<file path="src/rtl/axis_frame_gen.sv">
// Test-traffic frame source: programmable Ethernet header, 32-bit sequence number,
// incrementing payload, byte-wide AXI-Stream master. No FCS is produced here.
module axis_frame_gen #(
    parameter int USER_WIDTH = 1,
    parameter int MIN_LEN    = 60,
    parameter int MAX_LEN    = 1514
) (
    input  logic                  clk,
    input  logic                  rst,
    input  logic                  start,
    input  logic                  stop,
    input  logic [47:0]           dst_mac,
    input  logic [47:0]           src_mac,
    input  logic [15:0]           ethertype,
    input  logic [10:0]           frame_len,
    input  logic [31:0]           frame_count,
    input  logic [15:0]           gap_cycles,
    output logic [7:0]            m_axis_tdata,
    output logic                  m_axis_tvalid,
    input  logic                  m_axis_tready,
    output logic                  m_axis_tlast,
    output logic [USER_WIDTH-1:0] m_axis_tuser,
    output logic                  busy,
    output logic                  done,
    output logic [31:0]           frames_sent
);
    typedef enum logic [1:0] {IDLE, SEND, GAP} state_t;

    localparam logic [10:0] MIN_L = 11'(MIN_LEN);
    localparam logic [10:0] MAX_L = 11'(MAX_LEN);

    state_t      state_q, state_d;
    logic [47:0] dst_q, dst_d, src_q, src_d;
    logic [15:0] eth_q, eth_d, gap_q, gap_d, gap_cnt_q, gap_cnt_d;
    logic [10:0] len_q, len_d, idx_q, idx_d;
    logic [31:0] cnt_q, cnt_d, seq_q, seq_d, frames_q, frames_d;
    logic        pend_q, pend_d, tvalid_q, tvalid_d, tlast_q, tlast_d;
    logic        done_q, done_d, busy_q, busy_d;
    logic [7:0]  tdata_q, tdata_d;

    logic [10:0]  nidx, len_in;
    logic [143:0] hdr, hdr_sh;
    logic [7:0]   nbyte;
    logic [31:0]  frames_inc;
    logic         xfer;

    // Byte for the next index: header bytes come MSB-first from one shifted vector.
    always_comb begin
        nidx   = idx_q + 11'd1;
        hdr    = {dst_q, src_q, eth_q, seq_q};
        hdr_sh = hdr << {nidx[4:0], 3'b000};
        nbyte  = (nidx < 11'd18) ? hdr_sh[143:136] : nidx[7:0];
        len_in = (frame_len < MIN_L) ? MIN_L : (frame_len > MAX_L) ? MAX_L : frame_len;
    end

    always_comb begin
        state_d    = state_q;
        dst_d      = dst_q;
        src_d      = src_q;
        eth_d      = eth_q;
        gap_d      = gap_q;
        gap_cnt_d  = gap_cnt_q;
        len_d      = len_q;
        idx_d      = idx_q;
        cnt_d      = cnt_q;
        seq_d      = seq_q;
        frames_d   = frames_q;
        pend_d     = pend_q;
        tvalid_d   = tvalid_q;
        tlast_d    = tlast_q;
        tdata_d    = tdata_q;
        done_d     = 1'b0;
        frames_inc = frames_q + 32'd1;
        xfer       = tvalid_q & m_axis_tready;
        case (state_q)
            IDLE: begin
                if (start) begin
                    state_d  = SEND;
                    dst_d    = dst_mac;
                    src_d    = src_mac;
                    eth_d    = ethertype;
                    len_d    = len_in;
                    cnt_d    = frame_count;
                    gap_d    = gap_cycles;
                    seq_d    = 32'd0;
                    frames_d = 32'd0;
                    pend_d   = 1'b0;
                    idx_d    = 11'd0;
                    tvalid_d = 1'b1;
                    tlast_d  = 1'b0;
                    tdata_d  = dst_mac[47:40];
                end
            end
            SEND: begin
                if (stop) pend_d = 1'b1;
                if (xfer) begin
                    if (tlast_q) begin
                        frames_d = frames_inc;
                        seq_d    = seq_q + 32'd1;
                        idx_d    = 11'd0;
                        tlast_d  = 1'b0;
                        if (pend_q || stop || (cnt_q != 32'd0 && frames_inc == cnt_q)) begin
                            state_d  = IDLE;
                            tvalid_d = 1'b0;
                            tdata_d  = 8'd0;
                            done_d   = 1'b1;
                            pend_d   = 1'b0;
                        end else if (gap_q != 16'd0) begin
                            state_d   = GAP;
                            tvalid_d  = 1'b0;
                            tdata_d   = 8'd0;
                            gap_cnt_d = gap_q;
                        end else begin
                            tdata_d = dst_q[47:40];
                        end
                    end else begin
                        idx_d   = nidx;
                        tdata_d = nbyte;
                        tlast_d = (nidx == len_q - 11'd1);
                    end
                end
            end
            GAP: begin
                if (stop || pend_q) begin
                    state_d = IDLE;
                    done_d  = 1'b1;
                    pend_d  = 1'b0;
                end else if (gap_cnt_q == 16'd1) begin
                    state_d  = SEND;
                    tvalid_d = 1'b1;
                    tdata_d  = dst_q[47:40];
                end else begin
                    gap_cnt_d = gap_cnt_q - 16'd1;
                end
            end
            default: state_d = IDLE;
        endcase
        busy_d = (state_d != IDLE);
    end

    always_ff @(posedge clk or posedge rst) begin
        if (rst) begin
            state_q   <= IDLE;
            dst_q     <= '0;
            src_q     <= '0;
            eth_q     <= '0;
            gap_q     <= '0;
            gap_cnt_q <= '0;
            len_q     <= '0;
            idx_q     <= '0;
            cnt_q     <= '0;
            seq_q     <= '0;
            frames_q  <= '0;
            pend_q    <= 1'b0;
            tvalid_q  <= 1'b0;
            tlast_q   <= 1'b0;
            tdata_q   <= '0;
            done_q    <= 1'b0;
            busy_q    <= 1'b0;
        end else begin
            state_q   <= state_d;
            dst_q     <= dst_d;
            src_q     <= src_d;
            eth_q     <= eth_d;
            gap_q     <= gap_d;
            gap_cnt_q <= gap_cnt_d;
            len_q     <= len_d;
            idx_q     <= idx_d;
            cnt_q     <= cnt_d;
            seq_q     <= seq_d;
            frames_q  <= frames_d;
            pend_q    <= pend_d;
            tvalid_q  <= tvalid_d;
            tlast_q   <= tlast_d;
            tdata_q   <= tdata_d;
            done_q    <= done_d;
            busy_q    <= busy_d;
        end
    end

    assign m_axis_tdata  = tdata_q;
    assign m_axis_tvalid = tvalid_q;
    assign m_axis_tlast  = tlast_q;
    assign m_axis_tuser  = '0;
    assign busy          = busy_q;
    assign done          = done_q;
    assign frames_sent   = frames_q;
endmodule

</file>
<file path="config.mk">
export PLATFORM = sky130hd
export DESIGN_NAME = axis_frame_gen
export DESIGN_NICKNAME = d
export VERILOG_FILES = /design/src/rtl/axis_frame_gen.sv
export SDC_FILE = /design/constraint.sdc
export NUM_CORES = 1
export LEC_CHECK = 0
export BUFFER_PORTS_ARGS = -buffer_cell sky130_fd_sc_hd__buf_2
export CORE_MARGIN = 5
export CORE_UTILIZATION = 50
export DETAILED_ROUTE_END_ITERATION = 7
export MAX_ROUTING_LAYER = met4
export PLACE_DENSITY = 0.74
export SLEW_MARGIN = 40
export SYNTH_ARGS = -nofsm -noshare
export SYNTH_HDL_FRONTEND = slang
export SYNTH_SLANG_ARGS = --single-unit
export TNS_END_PERCENT = 50
</file>
<file path="constraint.sdc">
create_clock -name clk -period 8.2 [get_ports clk]
set_input_delay 1.23 -clock clk [delete_from_list [all_inputs] [get_ports clk]]
set_output_delay 1.23 -clock clk [all_outputs]
set_load 0.05 [all_outputs]
</file>
==> results.sh, run 1 <==
export IMPL_max_cap_viol_count=0
export IMPL_timing_max_slew_rel_slack=0.4644
export IMPL_fin_nets=2118
export IMPL_max_freq_ghz=0.2502
export IMPL_portBuffers=219
export IMPL_end_kind="flip-flop"
export IMPL_total_leakage_power_uw=0.008713
export IMPL_synthDistinctLibCells=77
export IMPL_power_density_nw_per_um2=162.1
export IMPL_antenna_diode_count=0
export IMPL_maximum_fanout_along_the_worst_path=16
export IMPL_hold_path_depth=2
export IMPL_worst_hold_path_type="reg2reg"
export IMPL_grt_first_pass_wirelength_um=69560
export IMPL_final_period_util=0.4875
export IMPL_fp_dieW_um=184.9
export IMPL_worst_endpoint_required_ps=8690
export IMPL_detail_route_antenna_nets=0
export IMPL_dr_first_iter_drc_count=1408
export IMPL_worstHoldStart="dst_q[31]"
export IMPL_grt_pass1_vias=13120
export IMPL_floorplan_initialDensity=0.5024
export IMPL_synth_top_cell_area_share=0.4534
export IMPL_finish_utilization=0.5821
export IMPL_vdd_ir_drop_worst_uv=146.7
export IMPL_ys_seq_area_frac=0.4534
export IMPL_drt_first_pass_iters=6
export IMPL_post_synth_most_frequent_cells="sky130_fd_sc_hd__nand2_1 (610), sky130_fd_sc_hd__dfrtp_1 (277), sky130_fd_sc_hd__nor2_1 (100), sky130_fd_sc_hd__clkbuf_1 (79), sky130_fd_sc_hd__o21ai_0 (79)"
export IMPL_clk_pin_slew_ps=60
export IMPL_drt_total_wl_um=42970
export IMPL_aggregate_negative_setup_slack_ps=0
export IMPL_finalHoldViolations=0
export IMPL_placeableCoreArea_um2=30430
export IMPL_post_route_cells_drive_above_1_share=0.1875
export IMPL_r2r_depth=10
export IMPL_clockBufferDepth=3
export IMPL_synth_warnings=0
export IMPL_tritoncts="built"
export IMPL_hold_path_endpoint="dst_q[31]"
export IMPL_synthMostInstantiatedCell="sky130_fd_sc_hd__nand2_1"
export IMPL_synth_edff_count=0
export IMPL_min_clock_period_post_route_ps=3997
export IMPL_grt_overflow=0
export IMPL_transition_time_at_the_pin_with_the_least_slew_margin_ps=803.4
export IMPL_worstSkewPairLatency_ps=570
export IMPL_yosys_register_bits=277
export IMPL_dp_cells=2294
export IMPL_detailroute_wirelength_met3_um=3278
export IMPL_globalplace_congestion=0.9413
export IMPL_vias_per_std_cell=5.822
export IMPL_postCtsSetupRepairBufs=0
export IMPL_yosys_most_used_dff="sky130_fd_sc_hd__dfrtp_1"
export IMPL_wl_met2_um=19880
export IMPL_dr_max_layer_used="met4"
export IMPL_htree_num_levels=1
export IMPL_critical_path_reg2reg_startpoint="frames_sent[0]"
export IMPL_antenna_found_initial=0
export IMPL_gr_usage_all_layers=0.2556
export IMPL_criticalPathCategory="reg2reg"
export IMPL_numCtsBuffers=31
export IMPL_finalNonFillerCells=2348
export IMPL_run_status="finished clean"
export IMPL_postSynth_asyncResetShare=1.000
export IMPL_rows=64
export IMPL_worst_ep_arrival_time_ps=4490
export IMPL_post_cts_resized=0
export IMPL_setup_reg_to_reg_worst_slack_ps=4200
export IMPL_report_final_slew_viol_count=0
export IMPL_timing_rr_end="gap_cnt_q[0]"
export IMPL_post_synth_instance_area_um2=15290
export IMPL_final_worst_clock_skew_ps=18.12
export IMPL_syn_nets=1953
export IMPL_floorplan_die_area_um2=34170
export IMPL_post_drt_wl_per_cell_um=18.30
export IMPL_final_setup_viol_count=0
export IMPL_root_buffer="sky130_fd_sc_hd__clkbuf_16"
export IMPL_cts_hold_fix_buffers=0
export IMPL_synth_cells=1767
export IMPL_critPathLaunchType="flip-flop"
export IMPL_vias=13670
export IMPL_synthesis_area_per_instance_um2=8.652
export IMPL_synthTopCellsByArea="sky130_fd_sc_hd__dfrtp_1 (45%), sky130_fd_sc_hd__nand2_1 (15%), sky130_fd_sc_hd__mux4_2 (4.7%)"
export IMPL_p_r_area_growth_vs_syn_pct=15.86
export IMPL_drc_viols=0
export IMPL_clock_sinks=277
export IMPL_place_detailed_hpwl_um=30050
export IMPL_detail_route_wirelength_met1_um=18820
export IMPL_dieHeight_um=184.9
export IMPL_grt_start_max_net_pins=152
export IMPL_grt_setup_unrepaired="no"
export IMPL_io_pins=221
export IMPL_synth_top_area_cell="sky130_fd_sc_hd__dfrtp_1"
==> worst max-delay path: stages, from the launching register on <==
cell	delay [ps]
sky130_fd_sc_hd__dfrtp_1	480
sky130_fd_sc_hd__ha_1	350
sky130_fd_sc_hd__nand3_2	230
sky130_fd_sc_hd__or4_4	630
sky130_fd_sc_hd__nor2_1	200
sky130_fd_sc_hd__mux2i_1	100
sky130_fd_sc_hd__nor3_1	400
sky130_fd_sc_hd__nor4_4	120
sky130_fd_sc_hd__a21oi_2	640
sky130_fd_sc_hd__o21a_2	530
sky130_fd_sc_hd__mux2i_1	230
==> report_power, final <==
group / internal, uW / switching (uW) / total [uW]
Clock: 858 / 553 / 1410
Sequential: 1370 / 1.48 / 1370
Combinational: 36.6 / 54.3 / 90.8
Total: 2260 / 609 / 2870
==> sequential cells by signal, summed over array words and instances (netlist names) <==
register and flops:
seq_q 32, state_q 2, frames_sent 32, m_axis_tvalid 1, busy 1, m_axis_tlast 1, pend_q 1, src_q 48
gap_cnt_q 16, eth_q 16, done 1, m_axis_tdata 8, idx_q 11, gap_q 16, len_q 11, cnt_q 32
dst_q 48
==> per-stage QoR <==
| step | setup WS (ps) | power, uW | hold WS, ps | cell area, um2 |
|---|---|---|---|---|
| 2_1_floorplan | 3305 | 1425 | 440.3 | 15290 |
| 3_3_place_gp | 4150 | 1485 | 452.1 | 16600 |
| 3_5_place_dp | 4026 | 1485 | 456.8 | 16640 |
| 4_1_cts | 4024 | 2893 | 471.9 | 17670 |
| 5_1_grt | 4005 | 2967 | 490.1 | 17710 |
| 6_report | 4203 | 2872 | 470.2 | 17710 |
==> cells in the final DEF, fill, tap and decap left out, drive strengths merged, types with 4 or more instances in the layout <==
master,netlist,layout
nand4,41,41
nor2,100,100
inv,32,32
a22o,9,9
a221o,5,5
xor2,42,42
and2,6,6
a32oi,5,5
buf,23,236
nand2b,9,9
nand3,35,35
a21oi,36,36
nand3b,5,5
ha,10,10
nor2b,5,5
mux2i,16,16
o31ai,12,12
xnor2,52,52
and4,8,8
o21ai,82,82
o41ai,5,5
nand2,610,610
bufinv,0,4
mux2,9,9
or3,13,13
dfrtp,277,277
a211oi,10,10
or4,7,7
o211ai,33,33
nor4,31,31
nor3,33,33
mux4,32,32
clkbuf,81,44
and3,20,20
a31oi,25,25
clkinv,0,4
o22ai,5,5
==> cells by family after synthesis <==
group,share of synthesized area
xor gates and xnor gates,0.05385
other,0.0002453
AOI/OAI and AO/OA,0.1160
and+or+nand+nor,0.2680
DFF,0.4534
muxes,0.06424
buffers and inverters,0.03609
adders and majority gates,0.008184
==> worst max path at each step <==
| stage | cells after the start | to | from | slack [ps] |
|---|---|---|---|---|
| after detailed placement | 10 | gap_cnt_q[13] | frames_sent[0] | 4030 |
| final | 10 | gap_cnt_q[0] | frames_sent[0] | 4200 |
| after floorplan | 1 | busy | rst | 3300 |
| after global routing | 10 | gap_cnt_q[1] | frames_sent[0] | 4000 |
| after CTS | 10 | gap_cnt_q[0] | frames_sent[0] | 4020 |
| after global placement | 10 | gap_cnt_q[0] | frames_sent[0] | 4150 |
==> metal layers <==
layer | vias up | global-route usage
li1 | 6429 | -
met1 | 6601 | 0.3680
met2 | 565 | 0.3901
met3 | 76 | 0.03260
met4 | 0 | 0.06195
met5 | - | -
==> layout make-up <==
class | instances | area [um2]
Clock buffer | 44 | 874.6
Clock inverter | 9 | 148.9
Fill cell | 2736 | 12720
Inverter | 32 | 123.9
Multi-Input combinational cell | 1354 | 7858
Sequential cell | 277 | 6933
Tap cell | 396 | 495.5
Timing Repair Buffer | 236 | 1280
No activity file was read; power rests on OpenSTA's default activity.
==> run 2, diff against run 1 <==
==> constraint.sdc (replaced) <==
create_clock -name clk -period 3.57 [get_ports clk]
set_input_delay 0.5355 -clock clk [delete_from_list [all_inputs] [get_ports clk]]
set_output_delay 0.5355 -clock clk [all_outputs]
set_load 0.05 [all_outputs]
==> results.sh, run 2 (same netlist as run 1, synthesis figures left out) <==
export IMPL_rows=64
export IMPL_grt_start_max_net_pins=141
export IMPL_htree_num_levels=1
export IMPL_dr_first_iter_drc_count=1395
export IMPL_multi_input_area_um2=7869
export IMPL_power_density_nw_per_um2=380.1
export IMPL_layout_cells_most_common="sky130_fd_sc_hd__nand2_1"
export IMPL_p_r_area_growth_vs_syn_pct=18.83
export IMPL_finish_utilization=0.5970
export IMPL_floorplan_die_area_um2=34170
export IMPL_cell_internal_power_dissipation_uw=5427
export IMPL_final_setup_viol_count=0
export IMPL_power_net_switching_uw=1480
export IMPL_clock_power_share=0.512
export IMPL_final_setup_worst_slack_ps=96.31
export IMPL_final_worst_clock_skew_ps=12.80
export IMPL_setup_reg_to_reg_worst_slack_ps=100
export IMPL_transition_time_at_the_pin_with_the_least_slew_margin_ps=730.9
export IMPL_worst_hold_path_type="in2reg"
export IMPL_clock_sinks=277
export IMPL_numCtsBuffers=31
export IMPL_critPathLaunchType="flip-flop"
export IMPL_report_final_slew_viol_count=0
export IMPL_placeableCoreArea_um2=30430
export IMPL_vdd_ir_drop_worst_uv=382.0
export IMPL_antenna_found_initial=0
export IMPL_max_freq_ghz=0.2879
export IMPL_hold_path_endpoint="src_q[37]"
export IMPL_fillerInstances=2629
export IMPL_drt_first_pass_iters=5
export IMPL_max_cap_viol_count=0
export IMPL_place_detailed_hpwl_um=31670
export IMPL_gr_usage_all_layers=0.2604
export IMPL_dieHeight_um=184.9
export IMPL_worstSkewPairLatency_ps=580
export IMPL_drt_total_wl_um=44260
export IMPL_final_hold_worst_slack_ps=147.0
export IMPL_vias_per_std_cell=5.755
export IMPL_placedInstanceArea_um2=16980
export IMPL_clockBufferDepth=3
export IMPL_timing_rr_end="gap_cnt_q[10]"
export IMPL_combPwrFrac=0.032
export IMPL_post_route_cells_drive_above_1_share=0.2061
export IMPL_total_leakage_power_uw=0.008972
export IMPL_grt_overflow=0
export IMPL_fp_dieW_um=184.9
export IMPL_root_buffer="sky130_fd_sc_hd__clkbuf_16"
export IMPL_antenna_diode_count=0
export IMPL_portBuffers=219
export IMPL_aggregate_negative_setup_slack_ps=0
export IMPL_hold_path_depth=3
export IMPL_clk_pin_slew_ps=60
export IMPL_grt_pass1_vias=13170
export IMPL_detail_route_antenna_nets=0
export IMPL_grt_first_pass_wirelength_um=70450
export IMPL_design_area_um2=18170
export IMPL_seq_power_share=0.456
export IMPL_io_pins=221
export IMPL_worst_endpoint_required_ps=4010
export IMPL_tritoncts="built"
export IMPL_r2r_depth=10
export IMPL_criticalPathCategory="reg2reg"
export IMPL_run_status="finished clean"
export IMPL_worst_ep_arrival_time_ps=3920
export IMPL_end_kind="flip-flop"
export IMPL_vias=13750
export IMPL_min_clock_period_post_route_ps=3474
export IMPL_finalHoldViolations=0
export IMPL_drc_viols=0
export IMPL_timing_max_slew_rel_slack=0.5127
export IMPL_final_period_util=0.9730
export IMPL_worstHoldStart="src_mac[37]"
export IMPL_top_regs="dst_q: 48 flops, src_q: 48 flops"
export IMPL_post_drt_wl_per_cell_um=18.52
export IMPL_critical_path_reg2reg_startpoint="frames_sent[5]"
export IMPL_postCtsSetupRepairBufs=0
export IMPL_seq_area_um2=6934
export IMPL_final_cell_mix="sky130_fd_sc_hd__nand2_1 (609), sky130_fd_sc_hd__dfrtp_1 (275), sky130_fd_sc_hd__buf_2 (219)"
export IMPL_floorplan_initialDensity=0.5024
export IMPL_dp_worst_setup_slack_ps=20.22
export IMPL_fin_nets=2155
export IMPL_switching_share=0.2142
export IMPL_globalplace_congestion=0.9328
export IMPL_maximum_fanout_along_the_worst_path=13
run 2: cell types whose count changed in the layout (fill, tap and decap cells not counted), moves of 2 or more:
| cell | before | now |
|---|---|---|
| sky130_fd_sc_hd__buf_12 | 2 | 8 |
| sky130_fd_sc_hd__buf_4 | 11 | 44 |
| sky130_fd_sc_hd__buf_6 | 3 | 1 |
| sky130_fd_sc_hd__bufinv_16 | 4 | 7 |
| sky130_fd_sc_hd__clkbuf_1 | 8 | 6 |
| sky130_fd_sc_hd__clkinv_2 | 4 | 6 |
| sky130_fd_sc_hd__clkinvlp_4 | 1 | 3 |
| sky130_fd_sc_hd__nor4_1 | 25 | 23 |
| sky130_fd_sc_hd__nor4_2 | 5 | 7 |
| sky130_fd_sc_hd__nor4b_1 | 3 | 1 |
| sky130_fd_sc_hd__nor4b_2 | 0 | 2 |
| sky130_fd_sc_hd__xor2_1 | 39 | 41 |
| sky130_fd_sc_hd__xor2_2 | 3 | 1 |
run 2: per-stage QoR:
step                      std cells  total power [uW]
after global routing           2390              7113
after CTS                      2390              6948
after global placement         2330              3421
after detailed placement       2331              3425
after floorplan                1767              3274
final                          2390              6906
run 2: worst max-delay path by stage:
stage                               from            end  slack [ps]  cells after the start
after floorplan                      rst           busy        -630                      1
after global placement    frames_sent[5]   gap_cnt_q[3]         150                     10
after detailed placement  frames_sent[5]  gap_cnt_q[10]          20                     10
after CTS                 frames_sent[5]  gap_cnt_q[10]          10                     10
after global routing      frames_sent[1]  gap_cnt_q[10]         -20                     12
final                     frames_sent[5]  gap_cnt_q[10]         100                     10
run 2: critical path: stages (launching register included):
cell and delay [ps]:
sky130_fd_sc_hd__dfrtp_1 530, sky130_fd_sc_hd__nand3_2 230, sky130_fd_sc_hd__or4_1 730, sky130_fd_sc_hd__nor4_2 360
sky130_fd_sc_hd__xnor2_1 210, sky130_fd_sc_hd__nand4_1 140, sky130_fd_sc_hd__nor4_2 370, sky130_fd_sc_hd__a21boi_0 210
sky130_fd_sc_hd__buf_4 230, sky130_fd_sc_hd__a31oi_1 220, sky130_fd_sc_hd__o211ai_2 110
run 2: final cells by class:
cell class | count | share of cell area
multi-input cells | 1354 | 0.4331
flip-flops and latches | 277 | 0.3817
repair buffers | 273 | 0.08850
clock buffers | 41 | 0.04697
well taps | 396 | 0.02727
clock inverters | 17 | 0.01563
inverters | 32 | 0.006818
run 2: what timing repair did:
| item | 4_1_cts | 5_1_grt |
|---|---|---|
| gates resized for setup | 0 | 9 |
| endpoints found under the setup margin | 0 | 29 |
| endpoints found under the hold margin | 8 | 0 |
| hold buffers | 1 | 0 |
run 2: routing by layer:
layer  wire length [um]  part of all wire  track usage  vias up
met4               1092             0.025      0.06195        0
met5                  0                 0            -        -
met1              19890              0.45       0.3772     6671
met2              20560              0.46       0.3987      511
li1                   -                 -            -     6502
met3               2713             0.061      0.02828       70
run 2: power by group through the flow:
stage | Combinational (uW) | Clock, uW | Sequential [uW]
floorplan | 60.0 | 0 | 3210
global placement | 218 | 0 | 3200
detailed placement | 222 | 0 | 3200
CTS | 224 | 3580 | 3150
global route | 245 | 3720 | 3140
finish | 221 | 3540 | 3150
==> run 3, diff against run 2 <==
--- a/config.mk
+++ b/config.mk
@@ -10,7 +10,7 @@
 export CORE_UTILIZATION = 50
 export DETAILED_ROUTE_END_ITERATION = 7
 export MAX_ROUTING_LAYER = met4
-export PLACE_DENSITY = 0.74
+export PLACE_DENSITY = 0.75
 export SLEW_MARGIN = 40
 export SYNTH_ARGS = -nofsm -noshare
 export SYNTH_HDL_FRONTEND = slang
==> results.sh, run 3 (same netlist as run 1, synthesis figures left out) <==
export IMPL_end_kind="flip-flop"
export IMPL_io_pins=221
export IMPL_vias_per_std_cell=5.762
export IMPL_transition_time_at_the_pin_with_the_least_slew_margin_ps=781.2
export IMPL_finish_utilization=0.5917
export IMPL_detail_route_antenna_nets=0
export IMPL_final_worst_clock_skew_ps=14.66
export IMPL_clockBufferDepth=3
export IMPL_post_drt_wl_per_cell_um=18.44
export IMPL_placedInstanceArea_um2=16870
export IMPL_setup_reg_to_reg_worst_slack_ps=170
export IMPL_globalplace_congestion=0.9205
export IMPL_r2r_depth=12
export IMPL_numCtsBuffers=30
export IMPL_portBuffers=219
export IMPL_grt_start_max_net_pins=116
export IMPL_tritoncts="built"
export IMPL_critPathLaunchType="flip-flop"
export IMPL_place_detailed_hpwl_um=31620
export IMPL_final_period_util=0.9524
export IMPL_post_layout_total_power_uw=6588
export IMPL_grt_first_pass_wirelength_um=70950
export IMPL_critical_path_reg2reg_startpoint="frames_sent[1]"
export IMPL_timing_max_slew_rel_slack=0.4774
export IMPL_finalHoldViolations=0
export IMPL_antenna_found_initial=0
export IMPL_dr_first_iter_drc_count=1179
export IMPL_crit_path_top_delay_cell="sky130_fd_sc_hd__or4_4"
export IMPL_worstSkewPairLatency_ps=570
export IMPL_post_route_cells_drive_above_1_share=0.2029
export IMPL_dieHeight_um=184.9
export IMPL_drt_first_pass_iters=5
export IMPL_htree_num_levels=1
export IMPL_worst_ep_arrival_time_ps=3890
export IMPL_min_clock_period_post_route_ps=3400
export IMPL_path_buf_inv=2
export IMPL_vias=13700
export IMPL_fillerInstances=2705
export IMPL_worst_endpoint_required_ps=4060
export IMPL_drt_total_wl_um=43850
export IMPL_aggregate_negative_setup_slack_ps=0
export IMPL_rows=64
export IMPL_vdd_ir_drop_worst_uv=385.9
export IMPL_fin_nets=2144
export IMPL_timing_rr_end="gap_cnt_q[4]"
export IMPL_layout_cells_most_common="sky130_fd_sc_hd__nand2_1"
export IMPL_clock_sinks=277
export IMPL_floorplan_die_area_um2=34170
export IMPL_slowest_delay_ps=620
export IMPL_total_leakage_power_uw=0.008883
export IMPL_grt_pass1_vias=13280
export IMPL_drc_viols=0
export IMPL_grt_overflow=0
export IMPL_power_density_nw_per_um2=365.9
export IMPL_final_setup_viol_count=0
export IMPL_criticalPathCategory="reg2reg"
export IMPL_design_area_um2=18000
export IMPL_p_r_area_growth_vs_syn_pct=17.76
export IMPL_max_freq_ghz=0.2941
export IMPL_clk_pin_slew_ps=60
export IMPL_max_cap_viol_count=0
export IMPL_final_hold_worst_slack_ps=57.40
export IMPL_placeableCoreArea_um2=30430
export IMPL_report_final_slew_viol_count=0
export IMPL_worst_hold_path_type="in2async"
export IMPL_run_status="finished clean"
export IMPL_top_regs="dst_q: 48 flops, src_q: 48 flops"
export IMPL_fp_dieW_um=184.9
export IMPL_maximum_fanout_along_the_worst_path=8
export IMPL_final_cell_mix="sky130_fd_sc_hd__nand2_1 (609), sky130_fd_sc_hd__dfrtp_1 (275), sky130_fd_sc_hd__buf_2 (219)"
export IMPL_floorplan_initialDensity=0.5024
export IMPL_timing_critical_path_cells="ha_2 -> nand3_4 -> or4_4 -> nor4_4 -> xnor2_1 -> nand4_1 -> nor4_4 -> buf_4 -> a21oi_2 -> o21a_1 -> buf_4 -> o211ai_2"
export IMPL_gr_usage_all_layers=0.2622
export IMPL_root_buffer="sky130_fd_sc_hd__clkbuf_16"
export IMPL_timing_critical_path_max_delay_family="simple AND/OR/NAND/NOR gates"
==> run 3: how the worst max path moves through the flow <==
| stage | from | to | slack, ps | cells past startpoint |
|---|---|---|---|---|
| finish | frames_sent[1] | gap_cnt_q[4] | 170 | 12 |
| global route | frames_sent[1] | gap_cnt_q[14] | -20 | 12 |
| CTS | frames_sent[0] | gap_cnt_q[2] | 20 | 11 |
| detailed placement | frames_sent[0] | gap_cnt_q[2] | 60 | 11 |
| global placement | frames_sent[5] | gap_cnt_q[3] | 130 | 10 |
| floorplan | rst | busy | -630 | 1 |
==> run 3: layout make-up <==
type,count,area (um2),share of cell area
multi-input cells,1354,7910,0.4394
inverters,32,123.9,0.006880
clock inverters,15,190.2,0.01056
repair buffers,263,1489,0.08270
clock buffers,40,858.3,0.04768
flip-flops and latches,277,6934,0.3852
diodes,1,2.502,0.0001390
well taps,396,495.5,0.02752
==> run 3: where the power goes <==
part           switching [uW]  total [uW]  leakage (uW)  internal, uW
clock                    1320        3230      0.000498          1910
sequential               3.58        3150       0.00375          3140
combinational             126         208       0.00464          82.8
==> run 3: layer usage <==
layer | vias to the layer above | track usage | part of all wire
li1 | 6468 | - | -
met1 | 6655 | 0.3722 | 0.44
met4 | 0 | 0.06459 | 0.024
met3 | 64 | 0.03299 | 0.070
met5 | - | - | 0
met2 | 515 | 0.4060 | 0.47
==> run 3: what timing repair did <==
action | CTS | global route
hold buffers | 0 | 0
gates resized for setup | 1 | 13
setup endpoints to repair | 1 | 25
setup buffers | 0 | 0
pin swaps | 0 | 1
==> run 3: through the flow <==
stage | worst slack (ps) | std cells
4_1_cts | 15.02 | 2377
6_report | 169.9 | 2378
3_3_place_gp | 127.6 | 2322
5_1_grt | -17.47 | 2377
3_5_place_dp | 58.68 | 2322
2_1_floorplan | -630.9 | 1767
